$ cat src/rtl/div_4.sv
// div_4: sequential restoring divider, one quotient bit per clock, init/done handshake.
// Optional DIV_BUSY_EN adds a busy output and queues a start request seen while busy.
module div_4 #(
    parameter int WN = 8,
    parameter int WD = 4
) (
    input  logic          clk,
    input  logic          rst,
    input  logic          init,
    input  logic [WN-1:0] A,
    input  logic [WD-1:0] B,
    output logic [WN-1:0] q,
    output logic [WD-1:0] r,
    output logic          done,
    output logic          dbz
`ifdef DIV_BUSY_EN
    ,
    output logic          busy
`endif
);
    localparam int CW = $clog2(WN + 1);
    typedef enum logic [1:0] {IDLE, CALC, DONE} state_t;
    state_t state, state_nx;
    logic init_d, arm, start, go, ge;
    logic [CW-1:0] cnt;
    logic [WD:0] pr, pr_sh, pr_nx;
    logic [WN-1:0] dvd, quo, quo_nx;
    logic [WD-1:0] bsr;
`ifdef DIV_BUSY_EN
    logic pend;
    assign busy = state != IDLE;
    assign go = start | pend;
`else
    assign go = start;
`endif
    // arm blocks a start on the very first edge after reset, when init has no prior sample
    assign start = init & ~init_d & arm;
    assign done = state == DONE;
    always_comb begin
        pr_sh = {pr[WD-1:0], dvd[WN-1]};
        ge = pr_sh >= {1'b0, bsr};
        pr_nx = ge ? pr_sh - {1'b0, bsr} : pr_sh;
        quo_nx = {quo[WN-2:0], ge};
        state_nx = state;
        case (state)
            IDLE: if (go) state_nx = (B == '0) ? DONE : CALC;
            CALC: if (cnt == CW'(1)) state_nx = DONE;
            default: state_nx = IDLE;
        endcase
    end
    always_ff @(posedge clk or posedge rst) begin
        if (rst) state <= IDLE;
        else state <= state_nx;
    end
    always_ff @(posedge clk or posedge rst) begin
        if (rst) begin
            init_d <= 1'b0;
            arm <= 1'b0;
            cnt <= '0;
            pr <= '0;
            dvd <= '0;
            quo <= '0;
            bsr <= '0;
            q <= '0;
            r <= '0;
            dbz <= 1'b0;
`ifdef DIV_BUSY_EN
            pend <= 1'b0;
`endif
        end else begin
            init_d <= init;
            arm <= 1'b1;
`ifdef DIV_BUSY_EN
            pend <= (state == IDLE) ? 1'b0 : pend | start;
`endif
            if (state == IDLE && go) begin
                dbz <= B == '0;
                if (B == '0) begin
                    q <= '1;
                    r <= '0;
                end else begin
                    dvd <= A;
                    bsr <= B;
                    pr <= '0;
                    quo <= '0;
                    cnt <= CW'(WN);
                end
            end
            if (state == CALC) begin
                pr <= pr_nx;
                dvd <= {dvd[WN-2:0], 1'b0};
                quo <= quo_nx;
                cnt <= cnt - CW'(1);
                if (cnt == CW'(1)) begin
                    q <= quo_nx;
                    r <= pr_nx[WD-1:0];
                end
            end
        end
    end
endmodule
$ cat config.mk
export PLATFORM = sky130hd
export DESIGN_NAME = div_4
export DESIGN_NICKNAME = d
export VERILOG_FILES = /design/src/rtl/div_4.sv
export SDC_FILE = /design/constraint.sdc
export NUM_CORES = 1
export LEC_CHECK = 0
export ABC_CLOCK_PERIOD_IN_PS = 2000
export BUFFER_PORTS_ARGS = -buffer_cell sky130_fd_sc_hd__buf_2
export CAP_MARGIN = 20
export CORE_ASPECT_RATIO = 1.1
export CORE_UTILIZATION = 56
export DETAILED_ROUTE_END_ITERATION = 12
export GPL_TIMING_DRIVEN = 0
export PLACE_DENSITY_LB_ADDON = 0.25
export SETUP_SLACK_MARGIN = 0.4
export SLEW_MARGIN = 20
export SYNTH_ARGS = -nofsm -noshare
export SYNTH_HDL_FRONTEND = slang
export SYNTH_SLANG_ARGS = --single-unit
$ cat constraint.sdc
create_clock -name clk -period 2 [get_ports clk]
set_input_delay 0.4 -clock clk [delete_from_list [all_inputs] [get_ports clk]]
set_output_delay 0.4 -clock clk [all_outputs]
set_load 0.02 [all_outputs]
# Word-level counts from Yosys, hierarchy flattened
# Index checks and enable logic that the tools add are counted.
[op_classes]
mux = 25
addsub = 2
n_lt_le_gt_ge = 1
bitwise = 4
n_reduce_logical = 7
n_eq_ne = 6
[op_table]
columns = ["operator", "n"]
rows = [
  ["8-bit two-way mux", 7],
  ["4-bit two-way mux", 11],
  ["7-bit two-way mux", 3],
  ["2-bit two-way mux", 3],
  ["2-bit AND reduction", 3],
  ["5-bit by 4-bit >= comparator with 1-bit output", 1],
  ["4-bit by 1-bit equality test with 1-bit output (second input constant)", 1],
  ["4-bit logical NOT", 1],
  ["2-bit != test (second input constant)", 2],
  ["2-bit one-hot mux with 2 select lines", 1],
  ["4-bit by 1-bit subtractor with 4-bit output (second input constant)", 1],
  ["4-bit subtractor", 1],
  ["1-bit bitwise AND", 2],
  ["2-bit by 1-bit equality test with 1-bit output (second input constant)", 1],
  ["2-bit equality test (second input constant)", 1],
  ["2-bit logical NOT", 1],
  ["2-bit by 1-bit != test with 1-bit output (second input constant)", 1],
  ["1-bit NOT", 2],
  ["2-bit nonzero test", 1],
  ["1-bit logical AND", 1],
]
[word_totals]
inputBits = 15
ff_bits = 44
out_inout_bits = 14
wordCells = 56

# Logic depth before layout (Yosys ltp)
[depth]
depth_word = 7
ltp_mapped = 7

# Least setup slack after synthesis
# OpenSTA, ideal clock, no wires.
[synth_timing]
path_kind = "register -> register"
startpoint = "register pr[1]"
endpoint = "register r[0]"
t_arrival_ps = 1627
synth_period_minus_slack_ps = 1757
stages_incl_launch_ff = 6
slack_ps = 243
setup_time_ps = 130
path_buffers = 0
cell_sequence = "dfrtp_1 > ha_1 > or2_1 > a211o_1 > a21oi_1 > o32ai_2"
[synth_via]
elab_chain_cells = 4
[synth_lines]
columns = ["element", "line_no", "source"]
rows = [
  ["from (decl)", "26", "logic [WD:0] pr, pr_sh, pr_nx;"],
  ["from (signal assigned)", "90", "pr <= pr_nx;"],
  ["5-bit by 4-bit >= comparator with 1-bit output", "41", "ge = pr_sh >= {1'b0, bsr};"],
  ["4-bit two-way mux", "42", "pr_nx = ge ? pr_sh - {1'b0, bsr} : pr_sh;"],
  ["4-bit two-way mux", "94", "if (cnt == CW'(1)) begin"],
  ["4-bit two-way mux", "89", "if (state == CALC) begin"],
  ["to (signal assigned)", "96", "r <= pr_nx[WD-1:0];"],
  ["to (decl)", "13", "output logic [WD-1:0] r,"],
]
# Every way passes these cells.
# A chain may end at the register's enable or synchronous reset.

# Final worst setup path
[layout_timing]
startpoint = "register bsr[2]"
endpoint = "register r[3]"
[layout_via]
elab_chain_cells = 4
word_cells_on_any_way = 5
classes_between = "add/sub: 1; order compare: 1; mux: 3"
[layout_lines]
columns = ["element", "line_no", "source"]
rows = [
  ["from (decl)", "28", "logic [WD-1:0] bsr;"],
  ["from (signal assigned)", "63", "bsr <= '0;"],
  ["from (signal assigned)", "83", "bsr <= B;"],
  ["4-bit subtractor / 5-bit by 4-bit >= comparator with 1-bit output (equally long branches)", "42, 41", ""],
  ["4-bit two-way mux *", "42", ""],
  ["4-bit two-way mux *", "94", ""],
  ["4-bit two-way mux *", "89", ""],
]
# Mark *: on every way between the ends. The rest lies on a longest branch, timed or not.

==> impl_metrics.py <==
metrics = {
    "status": {
        "outcome": "completed",
    },
    "clock_network": {
        "cts_num_sinks": 44,
        "tritoncts": "done",
        "cts-buffers-inserted": 5,
        "cts_buffer_depth": 2,
        "htree_num_levels": 2,
        "insertion_delay_ps": 290,
        "holdBufCountCts": 0,
        "clkTransAtPathRegs_ps": 80,
        "ctsRootBufferMaster": "clkbuf_8",
    },
    "sta": {
        "post-route-min-period_ps": 1732,
        "fmax_mhz": 577.5,
        "final-hold-violation-count": 0,
        "setup_ws_ps": 268.4,
        "finalSetupViolCount": 0,
        "finalCritPeriodShare": 0.8658,
        "drv_slew": 0,
        "rsz0062_at_grt": "yes",
        "clock-skew-final_ps": 8.668,
    },
    "critical_path": {
        "worst_setup_path_end_kind": "flip-flop",
        "rr_worst_depth": 6,
        "cp.arrival_ps": 1910,
        "r2r_start": "bsr[2]",
        "critPathKind": "flip-flop to flip-flop",
        "r2r-end": "r[3]",
        "critPathRequiredTime_ps": 2170,
        "critPathLaunchType": "flip-flop",
        "path_max_fanout": 6,
        "r2r_slack_ps": 270,
    },
    "global_route": {
        "grt_start_max_net_pins": 25,
        "grt_pass1_vias": 1634,
        "antenna_found_initial": 0,
        "overflow": 0,
        "track_usage": 0.2703,
        "grt_first_pass_wirelength_um": 7714,
    },
    "routing": {
        "via_per_inst": 5.682,
        "final_antenna_net_count": 0,
        "vias": 1784,
        "first_pass_iters": 4,
        "drt_iter0_drc": 101,
        "wire_per_inst_um": 16.11,
        "drc_errors": 0,
        "wirelength_um": 5060,
    },
    "logic_synthesis": {
        "synth_enable_flop_cells": 0,
        "postSynthNetCount": 228,
        "ys_types": 47,
        "syn_area_per_cell_um2": 10.34,
        "ys_warn_count": 0,
        "synth.ff_latch_count": 44,
        "seq_area_frac_synth": 0.5167,
        "async_reset_ff_frac": 1.000,
        "ys.flop_type": "dfrtp_1",
        "synthesis.area_um2": 2131,
        "syn_inst": 206,
    },
    "layout": {
        "fin_nets": 285,
        "drive_gt1_frac": 0.4129,
        "fill_cells": 242,
        "final_common_cell": "nand2_1",
        "fin_cells": 314,
        "n_antenna_cell": 0,
        "final_cell_mix": "nand2_1 (43), dfrtp_1 (41), buf_2 (33)",
        "area_delta_synth_final_pct": 29.89,
        "design_area_um2": 2768,
    },
    "power": {
        "ir_drop_mv": 0.9322,
        "p_per_area_nw_per_um2": 1743,
        "leakagePower_nw": 1.280,
        "p_total_w": 0.004825,
    },
    "run": {
        "maxCapViolCount": 0,
    },
    "floorplanning": {
        "die_y_um": 66.70,
        "ios": 29,
        "start_util": 0.5830,
        "rows": 23,
        "die_x_um": 60.82,
        "core_area_um2": 3655,
        "die_area_um2": 4056,
    },
    "placement": {
        "dp_cells": 285,
        "io_buffers": 28,
        "gp_congestion": 0.8836,
        "dp_hpwl_um": 3145,
        "placed_area_um2": 2377,
        "dp_worst_setup_slack_ps": -19.81,
    },
    "min_path": {
        "min-delay-path-class": "input pin to asynchronous set/reset pin",
    },
}
-- layer usage --
metal | global-route usage | share of wire | vias up
li1 | - | - | 833
met1 | 0.3595 | 0.42 | 889
met3 | 0.07184 | 0.046 | 9
met4 | 0.1250 | 0.014 | 0
met5 | 0 | 0 | -
met2 | 0.4093 | 0.52 | 53
-- cells by family after synthesis --
| logic type | count (synthesis) | synth area share |
|---|---|---|
| adder cells (fa/ha/maj) | 7 | 0.04463 |
| AO/OA/AOI/OAI | 42 | 0.1462 |
| multiplexers | 1 | 0.005284 |
| flip-flops | 44 | 0.5167 |
| XOR/XNOR | 3 | 0.01233 |
| AND/OR/NAND/NOR | 85 | 0.2220 |
| buffers and inverters | 23 | 0.05109 |
| other | 1 | 0.001760 |
-- metrics by stage --
| step | hold WS [ps] | TNS, ps | util |
|---|---|---|---|
| 6_report | 117.2 | 0 | 0.7573 |
| 5_1_grt | 157.5 | 0 | 0.7573 |
| 4_1_cts | 130.5 | 0 | 0.7182 |
| 3_5_place_dp | 452.9 | -29.26 | 0.6505 |
| 3_3_place_gp | 456.1 | 0 | 0.6429 |
| 2_1_floorplan | 431.4 | 0 | - |
-- synth_stat cells, types with 2 or more instances --
library cell / count / area share
a21oi_1: 3 / 0.0070
buf_2: 6 / 0.014
buf_6: 2 / 0.011
clkbuf_1: 2 / 0.0035
dfrtp_1: 44 / 0.52
ha_1: 6 / 0.035
inv_1: 13 / 0.023
nand2_1: 43 / 0.076
nand3_1: 14 / 0.033
nand3_2: 4 / 0.019
nand4_1: 2 / 0.0059
nor2_1: 3 / 0.0053
nor2b_1: 3 / 0.0088
nor3_1: 2 / 0.0047
nor4_4: 2 / 0.020
o211ai_1: 3 / 0.011
o21a_1: 2 / 0.0070
o21ai_0: 11 / 0.026
o21ai_1: 3 / 0.0070
o22a_1: 3 / 0.012
o22a_2: 4 / 0.019
o311ai_0: 2 / 0.0082
o31ai_1: 2 / 0.0070
o32ai_1: 3 / 0.012
xor2_1: 2 / 0.0082
-- where the power goes --
group	total (W)	internal [W]	switching [W]
sequential	0.00155	0.00128	0.000275
clock	0.000568	0.000276	0.000292
combinational	0.00270	0.00121	0.00150
-- state kept, by name, summed over array words and instances, names as in the netlist --
| register | flops |
|---|---|
| dvd | 8 |
| q | 8 |
| quo | 7 |
| bsr | 4 |
| cnt | 4 |
| pr | 4 |
| r | 4 |
| state | 2 |
| arm | 1 |
| dbz | 1 |
| init_d | 1 |
-- cell type report --
type | instances | area, um2 | share of cell area
sequential | 44 | 1105 | 0.3992
multi-input combinational | 139 | 1042 | 0.3766
timing repair buffer | 50 | 341.6 | 0.1234
clock buffer | 6 | 82.58 | 0.02984
buffer | 10 | 75.07 | 0.02712
tap | 50 | 62.56 | 0.02260
inverter | 13 | 48.80 | 0.01763
clock inverter | 2 | 10.01 | 0.003617
-- critical path, stage by stage (launching register included) --
cell and delay [ps]:
dfrtp_1 380, inv_2 80, ha_4 200, or2_4 250, a211o_4 370, a21oi_1 210, o32ai_1 120
-- what timing repair did --
item | 4_1_cts | 5_1_grt
endpoints found under the hold margin | 0 | 0
gates cloned | 0 | 1
endpoints found under the setup margin | 33 | 28
setup buffers | 10 | 10
pin swaps | 8 | 8
gates resized for setup | 17 | 17
-- worst max path at each step --
| stage | end | slack (ps) | from |
|---|---|---|---|
| floorplan | r[0] | 390 | bsr[2] |
| global placement | r[3] | 3 | cnt[1] |
| detailed placement | r[3] | -20 | cnt[1] |
| CTS | r[0] | 260 | bsr[2] |
| global route | pr[3] | 60 | bsr[1] |
| finish | r[3] | 270 | bsr[2] |
No activity file was read; power rests on OpenSTA's default activity.
